### config.mk
export PLATFORM = sky130hd
export DESIGN_NAME = i2c_master_arbiter
export DESIGN_NICKNAME = d
export VERILOG_FILES = /design/src/rtl/i2c_master_arbiter.sv
export SDC_FILE = /design/constraint.sdc
export NUM_CORES = 1
export LEC_CHECK = 0
export BUFFER_PORTS_ARGS = -buffer_cell sky130_fd_sc_hd__buf_2
export CAP_MARGIN = 10
export CORE_MARGIN = 3
export CORE_UTILIZATION = 35
export DETAILED_ROUTE_END_ITERATION = 8
export GPL_ROUTABILITY_DRIVEN = 0
export PLACE_DENSITY_LB_ADDON = 0.12
export SLEW_MARGIN = 20
export SYNTH_ARGS = -nofsm -noshare
export SYNTH_HDL_FRONTEND = slang
export SYNTH_SLANG_ARGS = --single-unit
### constraint.sdc
create_clock -name clk -period 2.71 [get_ports clk]
set_input_delay 0.813 -clock clk [delete_from_list [all_inputs] [get_ports clk]]
set_output_delay 0.813 -clock clk [all_outputs]
set_load 0.01 [all_outputs]
### src/rtl/i2c_master_arbiter.sv
// Round-robin arbiter and sequencer sharing one i2c_master between NUM_REQ requesters.
// Define I2C_ARB_RETRY_EN to re-issue NACKed transactions up to MAX_RETRIES times.
module i2c_master_arbiter #(
  parameter int unsigned NUM_REQ             = 4,
  parameter int unsigned MAX_TRANSFER_LENGTH = 2,
  parameter int unsigned TIMEOUT_CYCLES      = 65535,
  parameter int unsigned MAX_RETRIES         = 3,
  localparam int unsigned LW = $clog2(MAX_TRANSFER_LENGTH + 1),
  localparam int unsigned DW = MAX_TRANSFER_LENGTH * 8
) (
  input  logic                  clk,
  input  logic                  rst,
  input  logic [NUM_REQ-1:0]    req_valid,
  input  logic [NUM_REQ*7-1:0]  req_address,
  input  logic [NUM_REQ*DW-1:0] req_write_data,
  input  logic [NUM_REQ*LW-1:0] req_write_length,
  input  logic [NUM_REQ*LW-1:0] req_read_length,
  output logic [NUM_REQ-1:0]    req_ack,
  output logic [NUM_REQ-1:0]    rsp_done,
  output logic [DW-1:0]         rsp_read_data,
  output logic                  rsp_no_response,
  output logic                  rsp_timeout,
  output logic [LW-1:0]         rsp_total_written,
  output logic [LW-1:0]         rsp_total_read,
  output logic                  arb_busy,
  output logic [6:0]            m_i2c_address,
  output logic [DW-1:0]         m_write_data,
  output logic [LW-1:0]         m_write_transfer_length,
  output logic [LW-1:0]         m_read_transfer_length,
  output logic                  m_start,
  input  logic [DW-1:0]         m_read_data,
  input  logic                  m_busy,
  input  logic                  m_complete,
  input  logic                  m_no_response,
  input  logic [LW-1:0]         m_total_written,
  input  logic [LW-1:0]         m_total_read
);

  localparam int unsigned GW  = (NUM_REQ > 1) ? $clog2(NUM_REQ) : 1;
  localparam int unsigned WDW = (TIMEOUT_CYCLES > 1) ? $clog2(TIMEOUT_CYCLES + 1) : 1;
  localparam logic [LW-1:0]  MaxLen = LW'(MAX_TRANSFER_LENGTH);
  localparam logic [WDW-1:0] WdLast = WDW'(TIMEOUT_CYCLES - 1);

  typedef enum logic [2:0] {
    StIdle,
    StIssue,
    StWaitBusy,
    StWaitDone,
    StResp
  } state_e;

  state_e               state_q, state_d;
  logic [GW-1:0]        last_grant_q, last_grant_d;
  logic [GW-1:0]        grant_q, grant_d;
  logic [NUM_REQ-1:0]   req_ack_q, req_ack_d;
  logic [6:0]           m_addr_q, m_addr_d;
  logic [DW-1:0]        m_wdata_q, m_wdata_d;
  logic [LW-1:0]        m_wlen_q, m_wlen_d;
  logic [LW-1:0]        m_rlen_q, m_rlen_d;
  logic                 m_start_q, m_start_d;
  logic [WDW-1:0]       wd_q, wd_d;
  logic [DW-1:0]        rsp_rdata_q, rsp_rdata_d;
  logic                 rsp_nr_q, rsp_nr_d;
  logic                 rsp_to_q, rsp_to_d;
  logic [LW-1:0]        rsp_tw_q, rsp_tw_d;
  logic [LW-1:0]        rsp_tr_q, rsp_tr_d;

`ifdef I2C_ARB_RETRY_EN
  localparam int unsigned RW = (MAX_RETRIES > 0) ? $clog2(MAX_RETRIES + 1) : 1;
  localparam logic [RW-1:0] RetryMax = RW'(MAX_RETRIES);
  logic [RW-1:0] retry_q, retry_d;
`endif

  // Round-robin pick: the lowest offset k from last_grant+1 wins, so scan k downward.
  logic [GW-1:0] pick;
  logic          pick_vld;
  always_comb begin
    logic [GW:0] idx;
    pick     = '0;
    pick_vld = 1'b0;
    idx      = '0;
    for (int k = NUM_REQ; k >= 1; k--) begin
      idx = {1'b0, last_grant_q} + (GW+1)'(k);
      if (idx >= (GW+1)'(NUM_REQ)) begin
        idx = idx - (GW+1)'(NUM_REQ);
      end
      if (req_valid[idx[GW-1:0]]) begin
        pick     = idx[GW-1:0];
        pick_vld = 1'b1;
      end
    end
  end

  logic [6:0]    sel_addr;
  logic [DW-1:0] sel_wdata;
  logic [LW-1:0] sel_wlen;
  logic [LW-1:0] sel_rlen;
  always_comb begin
    sel_addr  = '0;
    sel_wdata = '0;
    sel_wlen  = '0;
    sel_rlen  = '0;
    for (int i = 0; i < NUM_REQ; i++) begin
      if (pick == GW'(i)) begin
        sel_addr  = req_address[7*i +: 7];
        sel_wdata = req_write_data[DW*i +: DW];
        sel_wlen  = req_write_length[LW*i +: LW];
        sel_rlen  = req_read_length[LW*i +: LW];
      end
    end
    if (sel_wlen > MaxLen) sel_wlen = MaxLen;
    if (sel_rlen > MaxLen) sel_rlen = MaxLen;
  end

  always_comb begin
    state_d      = state_q;
    last_grant_d = last_grant_q;
    grant_d      = grant_q;
    req_ack_d    = '0;
    m_addr_d     = m_addr_q;
    m_wdata_d    = m_wdata_q;
    m_wlen_d     = m_wlen_q;
    m_rlen_d     = m_rlen_q;
    m_start_d    = 1'b0;
    wd_d         = wd_q;
    rsp_rdata_d  = rsp_rdata_q;
    rsp_nr_d     = rsp_nr_q;
    rsp_to_d     = rsp_to_q;
    rsp_tw_d     = rsp_tw_q;
    rsp_tr_d     = rsp_tr_q;
`ifdef I2C_ARB_RETRY_EN
    retry_d      = retry_q;
`endif
    unique case (state_q)
      StIdle: begin
        if (pick_vld) begin
          grant_d      = pick;
          last_grant_d = pick;
          req_ack_d    = NUM_REQ'(1) << pick;
          m_addr_d     = sel_addr;
          m_wdata_d    = sel_wdata;
          m_wlen_d     = sel_wlen;
          m_rlen_d     = sel_rlen;
`ifdef I2C_ARB_RETRY_EN
          retry_d      = '0;
`endif
          if (sel_wlen == '0 && sel_rlen == '0) begin
            // Nothing to transfer: report an all-zero result without touching the bus.
            state_d     = StResp;
            rsp_rdata_d = '0;
            rsp_nr_d    = 1'b0;
            rsp_to_d    = 1'b0;
            rsp_tw_d    = '0;
            rsp_tr_d    = '0;
          end else begin
            state_d = StIssue;
          end
        end
      end
      StIssue: begin
        m_start_d = 1'b1;
        wd_d      = '0;
        state_d   = StWaitBusy;
      end
      StWaitBusy, StWaitDone: begin
        wd_d = wd_q + 1'b1;
        if (m_complete) begin
          state_d = StResp;
`ifdef I2C_ARB_RETRY_EN
          if (m_no_response && (retry_q < RetryMax)) begin
            retry_d = retry_q + 1'b1;
            state_d = StIssue;
          end
`endif
          if (state_d == StResp) begin
            rsp_rdata_d = m_read_data;
            rsp_nr_d    = m_no_response;
            rsp_to_d    = 1'b0;
            rsp_tw_d    = m_total_written;
            rsp_tr_d    = m_total_read;
          end
        end else if (wd_q == WdLast) begin
          state_d     = StResp;
          rsp_rdata_d = '0;
          rsp_nr_d    = 1'b1;
          rsp_to_d    = 1'b1;
          rsp_tw_d    = '0;
          rsp_tr_d    = '0;
        end else if (state_q == StWaitBusy && m_busy) begin
          state_d = StWaitDone;
        end
      end
      StResp: begin
        state_d = StIdle;
      end
      default: begin
        state_d = StIdle;
      end
    endcase
  end

  always_ff @(posedge clk or posedge rst) begin
    if (rst) begin
      state_q      <= StIdle;
      last_grant_q <= GW'(NUM_REQ - 1);
      grant_q      <= '0;
      req_ack_q    <= '0;
      m_addr_q     <= '0;
      m_wdata_q    <= '0;
      m_wlen_q     <= '0;
      m_rlen_q     <= '0;
      m_start_q    <= 1'b0;
      wd_q         <= '0;
      rsp_rdata_q  <= '0;
      rsp_nr_q     <= 1'b0;
      rsp_to_q     <= 1'b0;
      rsp_tw_q     <= '0;
      rsp_tr_q     <= '0;
    end else begin
      state_q      <= state_d;
      last_grant_q <= last_grant_d;
      grant_q      <= grant_d;
      req_ack_q    <= req_ack_d;
      m_addr_q     <= m_addr_d;
      m_wdata_q    <= m_wdata_d;
      m_wlen_q     <= m_wlen_d;
      m_rlen_q     <= m_rlen_d;
      m_start_q    <= m_start_d;
      wd_q         <= wd_d;
      rsp_rdata_q  <= rsp_rdata_d;
      rsp_nr_q     <= rsp_nr_d;
      rsp_to_q     <= rsp_to_d;
      rsp_tw_q     <= rsp_tw_d;
      rsp_tr_q     <= rsp_tr_d;
    end
  end

`ifdef I2C_ARB_RETRY_EN
  always_ff @(posedge clk or posedge rst) begin
    if (rst) begin
      retry_q <= '0;
    end else begin
      retry_q <= retry_d;
    end
  end
`endif

  assign req_ack                 = req_ack_q;
  assign rsp_done                = (state_q == StResp) ? (NUM_REQ'(1) << grant_q) : '0;
  assign rsp_read_data           = rsp_rdata_q;
  assign rsp_no_response         = rsp_nr_q;
  assign rsp_timeout             = rsp_to_q;
  assign rsp_total_written       = rsp_tw_q;
  assign rsp_total_read          = rsp_tr_q;
  assign arb_busy                = (state_q != StIdle);
  assign m_i2c_address           = m_addr_q;
  assign m_write_data            = m_wdata_q;
  assign m_write_transfer_length = m_wlen_q;
  assign m_read_transfer_length  = m_rlen_q;
  assign m_start                 = m_start_q;

endmodule

==> results.json <==
{
  "slew_viol_final": 0,
  "max-slew-margin-rel_pct": 32.73,
  "cts_tree": "built",
  "io_pins": 196,
  "dr.pass1.iters": 5,
  "ys.flop_type": "dfrtp_1",
  "peakVddDrop_mv": 0.4496,
  "path_class": "reg2reg",
  "p_comb_share_pct": 49.1,
  "p_int_mw": 3.678,
  "hold_buffers": 0,
  "crit_arrival_ns": 2.62,
  "synth.top_cells.by_area": "dfrtp_1, nand2_1, o21ai_0",
  "clkLatencyLatePin_ns": 0.33,
  "cp-start-kind": "register",
  "wl_mm": 13.13,
  "io_buffers": 195,
  "synth_top_area_share_pct": 43.94,
  "use_met3_pct": 6.010,
  "vias_per_cell": 4.994,
  "synth_edf_count": 0,
  "hold_path_class": "reg2reg",
  "ys_top_cells_by_count": "nand2_1, dfrtp_1, o21ai_0",
  "startpoint": "last_grant_q[1]",
  "grt_pass1_wl_mm": 20.96,
  "r2r-start": "last_grant_q[1]",
  "worstHoldStart": "m_write_transfer_length[1]",
  "die_y_um": 116.5,
  "setup_violations": 0,
  "num_rows": 39,
  "initial_core_util_pct": 36.63,
  "via_count": 4405,
  "rrSetupSlack_ns": 0.29,
  "synth_nets": 687,
  "synthToLayoutAreaGrowth_pct": 35.68,
  "cap_violations": 0,
  "antenna_found_initial": 0,
  "h-tree-depth": 3,
  "die_area_sq_um": 13570,
  "grt_pass1_vias": 4321,
  "clockBufferDepth": 2,
  "diodes": 0,
  "grt_use_met2_pct": 32.65,
  "busiest_layer": "met2",
  "clkPwrFrac_pct": 20.9,
  "syn_area_per_cell_sq_um": 7.795,
  "numClockSinks": 77,
  "setup_ws_ns": 0.2910,
  "reg2reg_to": "rsp_read_data[14]",
  "grtUsageMet1_pct": 23.89,
  "grt.total_usage_pct": 19.51,
  "post_cts_resized": 0,
  "total_power_mw": 6.360,
  "ant_nets": 0,
  "syn_inst": 548,
  "swShare_pct": 42.17,
  "ys_seq_elements": 77,
  "die_x_um": 116.5,
  "p_leak_nw": 3.055,
  "overflow": 0,
  "synthesis.area_sq_um": 4272,
  "drc": 0,
  "crit_fanout": 24,
  "avgRoutedWirePerCell_um": 14.88,
  "status": "completed",
  "worstSetupEndpoint": "rsp_read_data[14]",
  "clkTransAtPathRegs_ns": 0.06,
  "timing.final.crit_share_pct": 89.26,
  "dp_hpwl_mm": 9.746,
  "powerDensity_nw_per_um2": 1097,
  "num-nets-final": 873,
  "cp.required_ns": 2.91,
  "drive_above_1_share_pct": 32.75,
  "p_switching_mw": 2.682,
  "synth_top_cell_by_area": "dfrtp_1",
  "synth_seq_area_share_pct": 45.17,
  "dp_slack_ns": -0.07738,
  "n_fill_cell": 1141,
  "end_kind": "register",
  "tightest_slew_ns": 1.008,
  "seqPwrFrac_pct": 30.0,
  "grt_max_degree": 78,
  "yosysMostFrequentCell": "nand2_1",
  "drtIter0Drc": 226,
  "yosysWarnings": 0,
  "finClkSkew_ns": 0.007873,
  "core_area_sq_um": 11660,
  "reg2reg_depth": 7,
  "synth-async-reset-ratio_pct": 100.0,
  "synth.distinct_cells": 44,
  "timing.fmax_mhz": 413.4,
  "hold_viol": 0,
  "cts_made_buffers": 9,
  "cts_root_buf": "clkbuf_16",
  "period_minus_slack_ns": 2.419,
  "post-cts-setup-buffers": 0,
  "rsz0062_at_grt": "no"
}
metal layers:
metal | vias up | share of wire [%] | routed length, um
li1 | 2224 | - | -
met1 | 2003 | 41 | 5387
met2 | 165 | 49 | 6418
met3 | 13 | 8.8 | 1150
met4 | 0 | 1.3 | 170
met5 | - | 0 | 0
power by group through the flow:
stage	combinational, mW	sequential (mW)	clock, mW
2_1_floorplan	1.88	2.03	0
3_3_place_gp	3.12	1.91	0
3_5_place_dp	3.18	1.92	0
4_1_cts	3.18	1.91	1.37
5_1_grt	3.55	1.97	1.41
6_report	3.12	1.91	1.33
per-stage QoR:
| stage | cells | util (%) | hold slack, ns | instance area [sq um] | setup TNS [ns] |
|---|---|---|---|---|---|
| 3_5_place_dp | 866 | 46.83 | 0.4566 | 5461 | -0.8682 |
| 6_report | 882 | 49.69 | 0.4648 | 5796 | 0 |
| 2_1_floorplan | 548 | - | 0.4425 | 4275 | 0 |
| 3_3_place_gp | 866 | 46.83 | 0.4553 | 5461 | 0 |
| 4_1_cts | 882 | 49.69 | 0.4718 | 5796 | 0 |
| 5_1_grt | 882 | 49.69 | 0.5132 | 5796 | 0 |
worst max-delay path, cell delays in order (launching register included):
cell and delay (ns):
dfstp_2 0.59, nand3b_1 0.17, a31oi_4 0.41, mux2i_1 0.24, mux2i_1 0.14, a2111oi_4 0.42
buf_12 0.20, o21ai_0 0.11
how the worst min path moves through the flow:
stage,endpoint,slack (ns),cells past startpoint
finish,m_write_transfer_length[1],0.46,2
global route,m_write_data[12],0.51,2
CTS,m_write_transfer_length[1],0.47,2
detailed placement,m_read_transfer_length[0],0.46,2
global placement,m_read_transfer_length[0],0.46,2
floorplan,wd_q[10],0.44,1
cell families after synthesis:
group / count (synthesis) / share of synthesized area (%)
buffers and inverters: 42 / 4.335
and+or+nand+nor: 299 / 29.35
adders and majority gates: 2 / 0.5857
xor gates and xnor gates: 1 / 0.2051
DFF: 77 / 45.17
muxes: 12 / 2.812
AOI/OAI and AO/OA: 115 / 17.55
flip-flops by register name, indices dropped and copies added, names as in the netlist, 2 cells and up:
| signal | count |
|---|---|
| last_grant_q | 2 |
| m_write_data | 16 |
| wd_q | 16 |
| m_write_transfer_length | 2 |
| state_q | 3 |
| rsp_total_read | 2 |
| m_i2c_address | 7 |
| rsp_total_written | 2 |
| m_read_transfer_length | 2 |
| grant_q | 2 |
| rsp_read_data | 16 |
| req_ack | 4 |
cell type report:
class	count	area, sq um	area share [%]
timing repair buffer	211	1146	19.78
sequential	77	1929	33.29
inverter	6	26.28	0.4534
multi-input combinational	429	2181	37.63
clock buffer	11	252.7	4.361
clock inverter	5	81.33	1.403
tap	143	178.9	3.087
placed cells by master (no fill, tap or decap), drive strengths merged, types with 2 or more instances in the layout:
cell | Yosys | routed
nand2 | 216 | 216
buf | 9 | 211
dfrtp | 75 | 75
o21ai | 46 | 46
nand3 | 30 | 30
o211ai | 23 | 23
nor2 | 23 | 23
a22oi | 20 | 20
mux2i | 12 | 12
a21oi | 12 | 12
clkbuf | 27 | 11
inv | 6 | 6
and3 | 5 | 5
nor3 | 5 | 5
nand4 | 4 | 4
nand2b | 4 | 4
o31ai | 3 | 3
and2 | 3 | 3
nand3b | 3 | 3
a21o | 2 | 2
o22ai | 2 | 2
clkinvlp | 0 | 2
ha | 2 | 2
bufinv | 0 | 2
dfstp | 2 | 2
a31oi | 2 | 2
Note: power is estimated with default switching activity, not from simulation.
